--- src/rtl/x3q_fetch_unit.sv ---
// x3q_fetch_unit: instruction prefetch with a DEPTH-entry FIFO and redirect flush.
// Ports: clk/reset; memory handshake (request, request_address, memory_in,
//   memory_ready); control (fetch_en, redirect, redirect_addr); decode side
//   (instr_take, instr_valid, instr_data, instr_addr, fifo_count).
module x3q_fetch_unit #(
   parameter int DATA_W = 16,
   parameter int ADDR_W = 16,
   parameter int DEPTH = 4,
   parameter logic [ADDR_W-1:0] RESET_ADDR = '0,
   localparam int CW = $clog2(DEPTH + 1)
) (
   input  logic              clk,
   input  logic              reset,
   input  logic              fetch_en,
   input  logic [DATA_W-1:0] memory_in,
   input  logic              memory_ready,
   output logic              request,
   output logic [ADDR_W-1:0] request_address,
   input  logic              redirect,
   input  logic [ADDR_W-1:0] redirect_addr,
   input  logic              instr_take,
   output logic              instr_valid,
   output logic [DATA_W-1:0] instr_data,
   output logic [ADDR_W-1:0] instr_addr,
   output logic [CW-1:0]     fifo_count
);

   localparam int PW = $clog2(DEPTH);
   localparam logic [CW-1:0] FULL = CW'(DEPTH);

   typedef enum logic [1:0] {
      S_IDLE,
      S_WAIT,
      S_DISCARD
   } state_t;

   state_t            state_q;
   logic [ADDR_W-1:0] pc_q;
   logic [ADDR_W-1:0] req_addr_q;
   logic              request_q;

   logic [DATA_W-1:0] data_q [DEPTH];
   logic [ADDR_W-1:0] addr_q [DEPTH];
   logic [PW-1:0]     rd_ptr_q, rd_ptr_d;
   logic [PW-1:0]     wr_ptr_q, wr_ptr_d;
   logic [CW-1:0]     count_q, count_d;

   logic push;
   logic pop;

   // A redirect overrides both the push and the pop of this cycle.
   assign push = (state_q == S_WAIT) && memory_ready && !redirect;
   assign pop  = instr_take && (count_q != '0) && !redirect;

   always_comb begin
      rd_ptr_d = rd_ptr_q;
      wr_ptr_d = wr_ptr_q;
      count_d  = count_q;
      if (redirect) begin
         rd_ptr_d = '0;
         wr_ptr_d = '0;
         count_d  = '0;
      end else begin
         if (push) wr_ptr_d = wr_ptr_q + PW'(1);
         if (pop)  rd_ptr_d = rd_ptr_q + PW'(1);
         if (push && !pop) count_d = count_q + CW'(1);
         if (pop && !push) count_d = count_q - CW'(1);
      end
   end

   always_ff @(posedge clk) begin
      if (reset) begin
         rd_ptr_q <= '0;
         wr_ptr_q <= '0;
         count_q  <= '0;
      end else begin
         rd_ptr_q <= rd_ptr_d;
         wr_ptr_q <= wr_ptr_d;
         count_q  <= count_d;
      end
   end

   // Storage needs no reset: the head is masked while the FIFO is empty.
   always_ff @(posedge clk) begin
      if (push) begin
         data_q[wr_ptr_q] <= memory_in;
         addr_q[wr_ptr_q] <= pc_q;
      end
   end

   always_ff @(posedge clk) begin
      if (reset) begin
         state_q    <= S_IDLE;
         pc_q       <= RESET_ADDR;
         req_addr_q <= RESET_ADDR;
         request_q  <= 1'b0;
      end else begin
         request_q <= 1'b0;
         unique case (state_q)
            S_IDLE: begin
               if (redirect) begin
                  pc_q <= redirect_addr;
               end else if (fetch_en && count_q < FULL) begin
                  // Slot is reserved now; only takes or a flush follow.
                  request_q  <= 1'b1;
                  req_addr_q <= pc_q;
                  state_q    <= S_WAIT;
               end
            end
            S_WAIT: begin
               if (redirect) begin
                  pc_q    <= redirect_addr;
                  state_q <= memory_ready ? S_IDLE : S_DISCARD;
               end else if (memory_ready) begin
                  pc_q    <= pc_q + ADDR_W'(1);
                  state_q <= S_IDLE;
               end
            end
            S_DISCARD: begin
               if (redirect) pc_q <= redirect_addr;
               if (memory_ready) state_q <= S_IDLE;
            end
            default: state_q <= S_IDLE;
         endcase
      end
   end

   assign request         = request_q;
   assign request_address = req_addr_q;
   assign fifo_count      = count_q;
   assign instr_valid     = (count_q != '0);
   assign instr_data      = instr_valid ? data_q[rd_ptr_q] : '0;
   assign instr_addr      = instr_valid ? addr_q[rd_ptr_q] : '0;

endmodule

--- config.mk ---
export PLATFORM = sky130hd
export DESIGN_NAME = x3q_fetch_unit
export DESIGN_NICKNAME = d
export VERILOG_FILES = /design/src/rtl/x3q_fetch_unit.sv
export SDC_FILE = /design/constraint.sdc
export NUM_CORES = 1
export LEC_CHECK = 0
export BUFFER_PORTS_ARGS = -buffer_cell sky130_fd_sc_hd__buf_2
export CAP_MARGIN = 40
export CORE_MARGIN = 2
export CORE_UTILIZATION = 25
export CTS_BUF_LIST = sky130_fd_sc_hd__clkbuf_2 sky130_fd_sc_hd__clkbuf_4 sky130_fd_sc_hd__clkbuf_8
export DETAILED_ROUTE_END_ITERATION = 10
export SETUP_SLACK_MARGIN = 0.1
export SYNTH_ARGS = -nofsm -noshare
export SYNTH_HDL_FRONTEND = slang
export SYNTH_SLANG_ARGS = --single-unit
--- constraint.sdc ---
create_clock -name clk -period 5 [get_ports clk]
set_clock_uncertainty 0.05 [all_clocks]
set_input_delay 1 -clock clk [delete_from_list [all_inputs] [get_ports clk]]
set_output_delay 1 -clock clk [all_outputs]
set_load 0.005 [all_outputs]
======== After elaboration in Yosys (flattened, before gate mapping) ========
Memory sizes are Yosys's and may differ from the RTL's. A register that Yosys moved wholly into a read port is not among the register bits.
Cells that the tools add are included.
W data, S select, Z words.
storage, ports and cells
  memories ................................ 2
  bits in writable memories ............... 128
  bits in latches ......................... 0
  input port bits ......................... 38
  logic and storage cells ................. 64
  ROM bits ................................ 0
  output and inout bits ................... 53
  register bits ........................... 42
cells by class
  reduce and logical (&&, ||, !) cells .... 20
  multipliers ............................. 0
  shift operators ......................... 0
  muxes and demuxes ....................... 21
  divide/modulo/power cells ............... 0
  magnitude comparators ................... 1
  equality and inequality tests ........... 6
  bitwise operators ....................... 2
  add/sub/neg operators ................... 5
memory list
  memory  words  bits a word  read ports  clocked after memory_dff  write ports  RTL line  text
  addr_q  4      16           1           1                         1            43        logic [ADDR_W-1:0] addr_q [DEPTH];
  data_q  4      16           1           1                         1            42        logic [DATA_W-1:0] data_q [DEPTH];
operators by type and width
  cell                     number
  $mux W16                 5
  $pmux W16 S2             1
  $mux W2                  9
  $add A16 B1 Y16 const B  1
  $logic_and A1 B1 Y1      7
  $mux W3                  2
  $pmux W2 S3              1
  $reduce_and A3 Y1        2
  $add A2 B1 Y2 const B    2
  $ne A2 B2 Y1 const B     2
  $reduce_bool A2 Y1       2
  $reduce_or A2 Y1         2
  $add A3 B1 Y3 const B    1
  $logic_not A1 Y1         3
  $lt A3 B3 Y1 const B     1
  $mux W1                  3
  $ne A3 B3 Y1 const B     1
  $reduce_bool A3 Y1       1
  $reduce_or A3 Y1         1
  $sub A3 B1 Y3 const B    1
  $eq A2 B1 Y1 const B     1
  $eq A2 B2 Y1 const B     1
  $logic_not A2 Y1         1
  $ne A2 B1 Y1 const B     1
  other kinds (2)          3

======== Logic depth before layout (Yosys ltp) ========
Gate-level depths: netlist (run 1).
  depth after elaboration ................. 7
  depth in mapped cells ................... 10
  depth with buffers taken out ............ 9

======== Worst setup path after synthesis (run 1) ========
No wires, ideal clock.
  kind .................................... input port to flip-flop
  start point ............................. in redirect
  end point ............................... reg count_q[2] (netlist: fifo_count[2])
  data arrival time ....................... 2,845 ps
  cell stages on the path ................. 9
  library setup time ...................... 70 ps
  path slack .............................. 2,035 ps
  buffers on the path ..................... 2
  required time ........................... 4,880 ps
  cells stage by stage .................... buf_2 > clkbuf_1 > nor3b_1 > ha_1 > inv_1 > fa_1 > xor2_1 > or3_1 > a21oi_1
between the ends
  longest elaborated chain between the ends .. 5
  elaborated cells on any way between the ends .. 10
  classes of those cells .................. mux (1); reduce/logical (9)
RTL lines
  element                       RTL line  text
  from (decl)                   19        input logic redirect,
  $logic_not A1 Y1 (*)          53        assign pop = instr_take && (count_q != '0) && !redirect;
  $logic_and A1 B1 Y1 (*)       53
  named net pop                 49        logic pop;
  $logic_not A1 Y1              66        if (push && !pop) count_d = count_q + CW'(1);
  $logic_and A1 B1 Y1           66
  $reduce_bool A2 Y1 (no line)  -
  to (signal assigned)          79        count_q <= count_d;
  to (decl)                     46        logic [CW-1:0] count_q, count_d;
The timed path passes the listed nets; every way through them passes the cells marked *.
A chain may end at the register's enable or synchronous reset.

==> summary.md, run 1 <==
| Metric | Value |
|---|---|
| Worst slew pin tran | 0.835 ns |
| CTS tree | done |
| Number of max-cap violations | 0 |
| Die H | 171 um |
| Post-route ant nets | 0 |
| NumNets Final | 620 |
| Worst skew pair latency | 0.46 ns |
| Number of top-level pins | 91 |
| Post-synth EDFFs | 128 |
| Drt wl/cell | 16.2 um |
| CP Max Fanout | 32 |
| Area of the core | 27700 sq um |
| Final hold violation count | 0 |
| CP Data Required Time | 3.95 ns |
| Reg2reg setup slack | 2.66 ns |
| H-tree depth | 4 |
| CP endpoint | instr_addr[8] |
| Final setup margin | 1.69 ns |
| Main synth FF type | edfxtp_1 |
| First-pass DRT Iterations | 5 |
| R2r endpoint | fifo_count[2] |
| Relative slew slack | 44.3% |
| DP Wirelength | 10200 um |
| Die Span X | 171 um |
| Fraction of layout cells with a size suffix above 1 | 29.6% |
| Max Buffers Root-to-Sink | 2 |
| Worst hold slack | 0.412 ns |
| Die Area | 29400 sq um |
| TritonCTS Sinks | 172 |
| Syn nets | 531 |
| CP startpoint kind | flip-flop |
| Synth warnings | 0 |
| Worst-path cell chain | buf_4 > mux4_2 > nor2b_1 > buf_2 |
| Sequential element share of the synthesized area | 67.4% |
| Initial antenna violation count | 0 |
| Pre-CTS setup slack | 1.87 ns |
| F_max | 303 MHz |
| #FFs+latches synth | 172 |
| Setup TNS | 0 ns |
| Yosys top cell by area | edfxtp_1 |
| Synth Instances | 486 |
| Final min period | 3.31 ns |
| Most frequent cell after synthesis | edfxtp_1 |
| Number of diodes | 0 |
| Final std cell area, no fill | 8350 sq um |
| Worst setup EP type | output pin |
| DR iter-0 viols | 283 |
| Critical path's slowest cell | mux4_2 |
| DRT Wirelength | 15700 um |
| Vias in the first global route | 4262 |
| Post-synthesis cell area | 7010 sq um |
| Dpl cells | 934 |
| Initial Util | 25.3% |
| Total grt overflow | 0 |
| R2R cell count | 9 |
| Resized cells post-CTS | 0 |
| Hold Crit Class | flip-flop to flip-flop |
| Netlist cell types | 51 |
| CP Class | flip-flop to output pin |
| Worst-path clk slew | 0.09 ns |
| Final count of negative-setup-slack endpoints | 0 |
| Root Buffer | clkbuf_8 |
| Syn_area_per_cell | 14.4 sq um |
| Post-route insts no fill | 966 |
| Drt drc | 0 |
| P_leak | 2.78 nW |
| Post-Route Utilization | 30.1% |
| Synth top area share | 54.8% |
| Port Buffers | 90 |
| Cts hold-fix bufs | 0 |
| Area grow syn2layout | 19.1% |
| FF-to-FF Start | state_q[0] |
| Max VDD drop | 162 uV |
| Top cells by area, synth | edfxtp_1 55%, dfxtp_1 13%, mux4_2 10% |
| Period Utilization, post-route | 66.1% |
| CTS buffer count | 17 |
| Pwr Total | 2.66 mW |
| Status | complete, no violations |
| Row count | 61 |
| GRT Total Usage | 11.3% |
| Max-slew violations | 0 |
| Via count | 4199 |
| Synth cell count leaders | 128 x edfxtp_1, 47 x nand2_1, 44 x dfxtp_1 |
| Largest net degree at the start of global routing | 39 |
| Setup repair bufs after CTS | 0 |
| PwrDens | 318 nW/um^2 |
| Dpl cell area | 7940 sq um |
| CP Data Arrival Time | 2.26 ns |
| Unrepaired setup endpoints after global routing | false |
| FFs w/ async S/R, synth | 0% |
| Slowest stage delay, CP | 0.61 ns |
| GPL Wtd Cong | 0.745 |
| First-pass GRT wire length | 24800 um |
| Vias per cell | 4.35 |
==> kinds of logic (layout without fill, tap and decap cells) <==
logic type,Yosys count,after routing,share of synthesized area (%)
xor gates and xnor gates,5,5,0.625
muxes,34,34,10.6
and+or+nand+nor,161,161,11.9
DFF,172,172,67.4
buffers and inverters,40,142,2.32
adders and majority gates,7,7,1.36
AOI/OAI and AO/OA,67,67,5.82
==> worst min-delay path by stage <==
stage,startpoint,endpoint,slack (ns),cells past startpoint
floorplan,request_address[0],request_address[0],0.40,2
global placement,request_address[7],request_address[7],0.39,2
detailed placement,request_address[2],request_address[2],0.40,2
CTS,request_address[11],request_address[11],0.41,2
global route,request_address[13],request_address[13],0.43,2
finish,request_address[11],request_address[11],0.41,2
==> worst max-delay path: cells and delay by family, from the launching register on <==
family | cells | cell delay [ns]
buffers and inverters | 2 | 0.71
muxes | 1 | 0.61
DFF | 1 | 0.32
and+or+nand+nor | 1 | 0.15
==> placed cells by master (no fill, tap or decap), types with 5 or more instances in the layout <==
cell type,count
nor4_1,5
ha_1,6
clkbuf_8,17
nor3_1,5
nand2_1,47
a21oi_1,31
and2_2,5
inv_8,5
nand4_1,5
mux4_2,32
buf_4,5
nor2_1,26
buf_2,90
nor2b_1,33
nand3_1,8
edfxtp_1,128
o21ai_0,12
dfxtp_1,43
inv_1,11
==> routing by layer <==
layer / vias up / share of wire [%] / global-route usage, %
met3: 5 / 5.1 / 2.62
li1: 2010 / - / -
met1: 2066 / 50 / 16.1
met5: - / 0 / 0
met2: 118 / 44 / 17.0
met4: 0 / 0.57 / 3.17
==> state kept, by name (all words and copies together) (netlist names), named ones only <==
name and cells:
pc_q 16, fifo_count 3, rd_ptr_q 2, addr_q 64, request_address 16, state_q 2, wr_ptr_q 2, data_q 64
request 1
==> power by group <==
| part | switching [mW] | internal (mW) | total, mW |
|---|---|---|---|
| logic | 0.0528 | 0.0385 | 0.0913 |
| clock network | 0.565 | 0.420 | 0.985 |
| registers | 0.0329 | 1.55 | 1.58 |
| total | 0.651 | 2.01 | 2.66 |
==> layout make-up <==
class                           instances  area [sq um]
Tap cell                              378           473
Clock inverter                         15           171
Inverter                               11          41.3
Multi-Input combinational cell        274          2130
Clock buffer                           17           234
Fill cell                            2818         19400
Timing Repair Buffer                   99           568
Sequential cell                       172          4730
Note: power is estimated with default switching activity, not from simulation.
==> inputs of run 2 (changes only) <==
--- a/config.mk
+++ b/config.mk
@@ -5,6 +5,7 @@
 export SDC_FILE = /design/constraint.sdc
 export NUM_CORES = 1
 export LEC_CHECK = 0
+export ABC_AREA = 1
 export BUFFER_PORTS_ARGS = -buffer_cell sky130_fd_sc_hd__buf_2
 export CAP_MARGIN = 40
 export CORE_MARGIN = 2
==> constraint.sdc (replaced) <==
create_clock -name clk -period 2.78 [get_ports clk]
set_clock_uncertainty 0.05 [all_clocks]
set_input_delay 0.556 -clock clk [delete_from_list [all_inputs] [get_ports clk]]
set_output_delay 0.556 -clock clk [all_outputs]
set_load 0.005 [all_outputs]
==> run 2 against run 1 <==
Effect of this change: final area grew 2.6%; total power up 88%; flip-flop and latch count is the same; non-clock buffer count increased by 4; via count rose by 24%; synthesized cell count is 45% higher; final cell count grew 23%; largest cell class unchanged; core utilization is 0.13 points lower.
==> summary.md, run 2 <==
| Metric | Value |
|---|---|
| Status | complete, no violations |
| Syn nets | 750 (+41%) |
| Post-Route Utilization | 30.0% (-0.13 points) |
| CP Data Arrival Time | 1.91 ns (-0.35 ns) |
| DP Wirelength | 10900 um (+7.2%) |
| Hold_sp | memory_in[6] |
| Initial antenna violation count | 0 (unchanged) |
| CP Data Required Time | 2.17 ns (-1.78 ns) |
| Post-route ant nets | 0 (unchanged) |
| F_max | 397 MHz |
| Post-synthesis cell area | 7210 sq um (+2.8%) |
| Worst skew pair latency | 0.47 ns (about the same) |
| Max-slew violations | 0 (unchanged) |
| Die Area | 30200 sq um (+2.8%) |
| CTS tree | done |
| DR iter-0 viols | 325 (+15%) |
| Synth warnings | 0 (unchanged) |
| Final count of negative-setup-slack endpoints | 0 (unchanged) |
| Post-synth EDFFs | 128 (unchanged) |
| Syn_area_per_cell | 10.2 sq um (-29%) |
| Max VDD drop | 261 uV (+62%) |
| GPL Wtd Cong | 0.795 (+6.7%) |
| Highest-count cells in the layout ignoring fill and taps | 162 x nor2_1, 128 x edfxtp_1, 91 x o21ai_0 |
| Yosys top cell by area | edfxtp_1 |
| CTS buffer count | 17 (unchanged) |
| CP Max Fanout | 25 (-22%) |
| Vias in the first global route | 5106 (+20%) |
| Relative slew slack | 61.2% (+17 points) |
| R2r endpoint | fifo_count[2] |
| GRT Total Usage | 11.7% (+0.41 points) |
| Synth Instances | 705 (+45%) |
| Vias per cell | 4.39 (+1.0%) |
| Drt wl/cell | 14.8 um (-8.5%) |
| CP startpoint kind | flip-flop |
| Most frequent cell after synthesis | nor2_1 |
| First-pass GRT wire length | 27500 um (+11%) |
| Total grt overflow | 0 (unchanged) |
| Commonest non-fill, non-tap cell in the layout | nor2_1 |
| Number of top-level pins | 91 (unchanged) |
| Pre-CTS setup slack | 0.448 ns (-1.42 ns) |
| Drt drc | 0 (unchanged) |
| TritonCTS Sinks | 172 (unchanged) |
| Hold Crit Class | primary input to flip-flop |
| Main synth FF type | edfxtp_1 |
| Fraction of layout cells with a size suffix above 1 | 20.7% (-8.8 points) |
| Worst-path clk slew | 0.10 ns (about the same) |
| Port Buffers | 90 (unchanged) |
| Number of diodes | 0 (unchanged) |
| Worst setup EP type | output pin |
| P_leak | 3.13 nW (+13%) |
| H-tree depth | 4 (unchanged) |
| Largest regs | addr_q x64, data_q x64 |
| Root Buffer | clkbuf_8 |
| Netlist cell types | 36 (-29%) |
| Pwr Total | 5.00 mW (+88%) |
| Worst slew pin tran | 0.582 ns (-0.253 ns) |
| PwrDens | 584 nW/um^2 (+83%) |
| Filler Cell Count | 3021 (+7.2%) |
| #FFs+latches synth | 172 (unchanged) |
| R2R cell count | 9 (unchanged) |
| WHS Path Cells | 1 (-1) |
| Row count | 62 (+1.6%) |
| Largest net degree at the start of global routing | 65 (+67%) |
| Setup TNS | 0 ns (unchanged) |
| Period Utilization, post-route | 90.7% |
| Sequential element share of the synthesized area | 65.5% (-1.9 points) |
| Top cells by area, synth | edfxtp_1 53%, dfxtp_1 12%, nor2_1 8.6% |
| Synth cell count leaders | 166 x nor2_1, 128 x edfxtp_1, 91 x o21ai_0 |
| Final min period | 2.52 ns |
| Reg2reg setup slack | 0.77 ns (-1.89 ns) |
| First-pass DRT Iterations | 6 (+1) |
| Max Buffers Root-to-Sink | 2 (unchanged) |
| Unrepaired setup endpoints after global routing | false |
| Final hold violation count | 0 (unchanged) |
| Number of max-cap violations | 0 (unchanged) |
| Via count | 5221 (+24%) |
| Synth top area share | 53.3% (-1.5 points) |
| Area of the core | 28500 sq um (+3.0%) |
| Final setup margin | 0.259 ns (-1.43 ns) |
| CP Class | flip-flop to output pin |
| Die Span X | 174 um (+1.4%) |
| FF-to-FF Start | fifo_count[1] |
| Initial Util | 25.3% (-0.050 points) |
| Area grow syn2layout | 18.8% |
| FFs w/ async S/R, synth | 0% (unchanged) |
| NumNets Final | 837 (+35%) |
| DRT Wirelength | 17600 um (+13%) |
| Die H | 174 um (+1.4%) |
| WHS Endpoint | data_q[1][6] |
-- run 2: critical path, stage by stage (launching register included) --
cell,delay (ns)
dfxtp_1,0.34
inv_1,0.15
buf_4,0.29
nor2_1,0.13
o21ai_0,0.08
a21oi_1,0.29
buf_2,0.18
-- run 2: final cells by class --
cell class                 count  area, sq um  share of cell area, %
clock buffer                  19          249                   2.91
clock inverter                13          179                   2.09
inverter                      52          199                   2.32
multi-input combinational    446         2140                   25.0
sequential                   172         4730                   55.2
tap                          384          480                   5.61
timing repair buffer         103          586                   6.84
-- run 2: repair_timing --
| action | CTS | global route |
|---|---|---|
| setup endpoints to repair | 0 | 1 |
| buffers inserted | 0 | 0 |
| hold buffers | 0 | 0 |
| resized for setup | 0 | 1 |
-- run 2: cells by family (layout without fill, tap and decap cells) --
| group | Yosys count | after routing | synth area share, % |
|---|---|---|---|
| and+or+nand+nor | 256 | 256 | 14.8 |
| DFF | 172 | 172 | 65.5 |
| xor gates and xnor gates | 1 | 1 | 0.122 |
| adders and majority gates | 7 | 7 | 1.32 |
| AOI/OAI and AO/OA | 182 | 182 | 13.1 |
| buffers and inverters | 87 | 187 | 5.14 |
-- run 2: worst max-delay path by stage --
stage | slack [ns] | cells after the start | end
2_1_floorplan | -0.09 | 6 | addr_q[0][0]
5_1_grt | 0.14 | 6 | instr_addr[15]
3_5_place_dp | 0.45 | 11 | fifo_count[2]
3_3_place_gp | 0.47 | 11 | fifo_count[2]
4_1_cts | 0.18 | 5 | instr_addr[3]
6_report | 0.26 | 6 | instr_addr[15]
-- run 2: layer usage --
metal | global-route usage [%] | up-vias | wire length [um]
li1 | - | 2579 | -
met1 | 15.5 | 2502 | 8250
met2 | 19.2 | 126 | 8350
met3 | 2.72 | 14 | 851
met4 | 3.08 | 0 | 167
met5 | 0 | - | 0
-- run 2: where the power goes --
group / switching [mW] / leakage, nW / internal, mW
clock: 0.985 / 0.222 / 0.937
combinational: 0.134 / 1.37 / 0.0843
sequential: 0.0605 / 1.54 / 2.80
-- run 2: stage by stage --
stage	area, sq um	hold slack (ns)	std cells
2_1_floorplan	7210	0.386	705
3_3_place_gp	8130	0.382	1157
3_5_place_dp	8130	0.383	1157
4_1_cts	8560	0.219	1189
5_1_grt	8560	0.222	1189
6_report	8560	0.248	1189
==> inputs of run 3 (changes only) <==
--- a/config.mk
+++ b/config.mk
@@ -8,11 +8,15 @@
 export ABC_AREA = 1
 export BUFFER_PORTS_ARGS = -buffer_cell sky130_fd_sc_hd__buf_2
 export CAP_MARGIN = 40
+export CELL_PAD_IN_SITES_DETAIL_PLACEMENT = 1
+export CELL_PAD_IN_SITES_GLOBAL_PLACEMENT = 1
 export CORE_MARGIN = 2
 export CORE_UTILIZATION = 25
 export CTS_BUF_LIST = sky130_fd_sc_hd__clkbuf_2 sky130_fd_sc_hd__clkbuf_4 sky130_fd_sc_hd__clkbuf_8
 export DETAILED_ROUTE_END_ITERATION = 10
+export PLACE_DENSITY_LB_ADDON = 0.1
 export SETUP_SLACK_MARGIN = 0.1
+export SLEW_MARGIN = 20
 export SYNTH_ARGS = -nofsm -noshare
 export SYNTH_HDL_FRONTEND = slang
 export SYNTH_SLANG_ARGS = --single-unit
==> run 3 against run 2 <==
Effect of this change: first-iteration DRC count is 24% lower; maximum frequency hardly changed; flip-flop and latch count unchanged; worst hold slack better by 0.012 ns; sequential share of layout area decreased by 0.41 points; final cell count is 0.42% higher; critical path type unchanged; largest cell class unchanged.
==> summary.md, run 3 (synthesized netlist as in run 2, its figures left out) <==
| Metric | Value |
|---|---|
| Root Buffer | clkbuf_8 |
| Critical path's slowest cell | dfxtp_4 |
| Period Utilization, post-route | 90.7% (about the same) |
| Final count of negative-setup-slack endpoints | 0 (unchanged) |
| Post-route insts no fill | 1194 (+0.42%) |
| Total grt overflow | 0 (unchanged) |
| Fraction of layout cells with a size suffix above 1 | 21.4% (+0.61 points) |
| Dpl cells | 1157 (unchanged) |
| Initial Util | 25.3% (unchanged) |
| CP Data Arrival Time | 1.92 ns (about the same) |
| Cts hold-fix bufs | 0 (unchanged) |
| Die Span X | 174 um (unchanged) |
| Drt wl/cell | 16.9 um (+14%) |
| Most used cell, CP | nor2_1 |
| Worst hold slack | 0.260 ns (+0.0123 ns) |
| Pwr Total | 4.89 mW (-2.3%) |
| Commonest non-fill, non-tap cell in the layout | nor2_1 |
| Hold Crit Class | primary input to flip-flop |
| Vias in the first global route | 5879 (+15%) |
| Die H | 174 um (unchanged) |
| Initial antenna violation count | 0 (unchanged) |
| GR Layer Usage met2 | 24.3% (+5.1 points) |
| Worst skew pair latency | 0.46 ns (about the same) |
| Largest regs | addr_q x64, data_q x64 |
| Number of top-level pins | 91 (unchanged) |
| Worst-path cell chain | buf_12 > nor2_1 > nor2_1 > o21ai_0 > a21oi_1 > buf_2 |
| P_leak | 3.15 nW (+0.74%) |
| Most Crowded Layer GR | met2 |
| Critical path's top delay family | flip-flops |
| Max-slew violations | 0 (unchanged) |
| Buf/Inv on CP | 2 (-1) |
| Worst setup EP type | output pin |
| TritonCTS Sinks | 172 (unchanged) |
| CP Class | flip-flop to output pin |
| Drt drc | 0 (unchanged) |
| Met1 GRT Util | 17.4% (+2.0 points) |
| Number of max-cap violations | 0 (unchanged) |
| DRT Wirelength | 20200 um (+15%) |
| Vias per cell | 4.46 (+1.6%) |
| CP startpoint kind | flip-flop |
| CTS tree | done |
| Filler Cell Count | 3315 (+9.7%) |
| Worst-path clk slew | 0.10 ns (about the same) |
| Post-route ant nets | 0 (unchanged) |
| Final std cell area, no fill | 8630 sq um (+0.80%) |
| Max Buffers Root-to-Sink | 2 (unchanged) |
| CTS buffer count | 17 (unchanged) |
| Area of the core | 28500 sq um (unchanged) |
| Port Buffers | 90 (unchanged) |
| First-pass GRT wire length | 32300 um (+18%) |
| PwrDens | 566 nW/um^2 (-3.1%) |
| CP Max Fanout | 32 (+28%) |
| Final min period | 2.52 ns (+0.00197 ns) |
| GRT Total Usage | 13.9% (+2.2 points) |
| Relative slew slack | 56.4% (-4.7 points) |
| Routing usage on met3 | 2.76% (+0.044 points) |
| Row count | 62 (unchanged) |
| Number of diodes | 0 (unchanged) |
| Unrepaired setup endpoints after global routing | true |
| Worst slew pin tran | 0.653 ns (+0.0708 ns) |
| Max VDD drop | 224 uV (-14%) |
| Status | complete, no violations |
| GPL Wtd Cong | 0.750 (-5.6%) |
| Dpl cell area | 8170 sq um (+0.46%) |
| F_max | 396 MHz (about the same) |
| Largest net degree at the start of global routing | 65 (unchanged) |
| NumNets Final | 842 (+0.60%) |
| Die Area | 30200 sq um (unchanged) |
| Via count | 5326 (+2.0%) |
| DR iter-0 viols | 247 (-24%) |
| Area grow syn2layout | 19.7% |
| CP Data Required Time | 2.17 ns (about the same) |
| H-tree depth | 4 (unchanged) |
| Slowest stage delay, CP | 0.49 ns (+0.15 ns) |
| Final hold violation count | 0 (unchanged) |
| First-pass DRT Iterations | 4 (-2) |
| DP Wirelength | 12600 um (+15%) |
| Highest-count cells in the layout ignoring fill and taps | 162 x nor2_1, 128 x edfxtp_1, 91 x o21ai_0 |
run 3: changes by cell type in the layout (fill, tap and decap cells not counted), sizes merged:
cell,delta
bufinv,-2
clkinv,+1
buf,+5
clkbuf,-2
inv,+2
clkinvlp,+1
run 3: through the flow:
| stage | setup slack (ns) | setup TNS, ns | utilization, % |
|---|---|---|---|
| 2_1_floorplan | -0.0935 | -11.96 | - |
| 3_3_place_gp | 0.428 | 0 | 28.6 |
| 3_5_place_dp | 0.428 | 0 | 28.6 |
| 4_1_cts | 0.186 | 0 | 30.2 |
| 5_1_grt | 0.0964 | 0 | 30.2 |
| 6_report | 0.257 | 0 | 30.2 |
run 3: final cells by class:
type	instances	area, sq um	share of cell area (%)
Tap cell	384	480	5.57
Timing Repair Buffer	108	673	7.80
Clock inverter	15	169	1.96
Inverter	52	199	2.30
Multi-Input combinational cell	446	2150	24.9
Sequential cell	172	4730	54.8
Clock buffer	17	234	2.71
run 3: repair_timing:
| action | 4_1_cts | 5_1_grt |
|---|---|---|
| gates resized for setup | 2 | 1 |
| setup endpoints to repair | 12 | 2 |
| buffers inserted | 5 | 0 |
run 3: path summary, 6_finish.rpt:
kind	start	endpoint	slack, ns	cells after the start
worst min register to register	request_address[11]	request_address[11]	0.40	2
worst min-delay path	memory_in[9]	data_q[0][9]	0.26	1
worst max-delay path	flip-flop	instr_addr[0]	0.26	6
worst max register to register	fifo_count[2]	fifo_count[2]	0.77	9
run 3: power by group:
group          internal, mW  leakage, nW  switching, mW
Sequential             2.80         1.54         0.0684
Clock                 0.763        0.205           1.03
Combinational        0.0850         1.41          0.138
run 3: layer usage:
metal | vias to the layer above | part of all wire (%)
met3 | 17 | 3.0
met4 | 0 | 1.1
li1 | 2590 | -
met1 | 2635 | 46
met5 | - | 0
met2 | 84 | 50
run 3: worst reg2reg max path, delay by kind of cell (launching register included):
kind	cells	cell delay, ns
AND/OR/NAND/NOR	2	0.31
flip-flops	1	0.44
buffers and inverters	1	0.07
AO/OA/AOI/OAI	4	0.46
adder cells (fa/ha/maj)	2	0.58
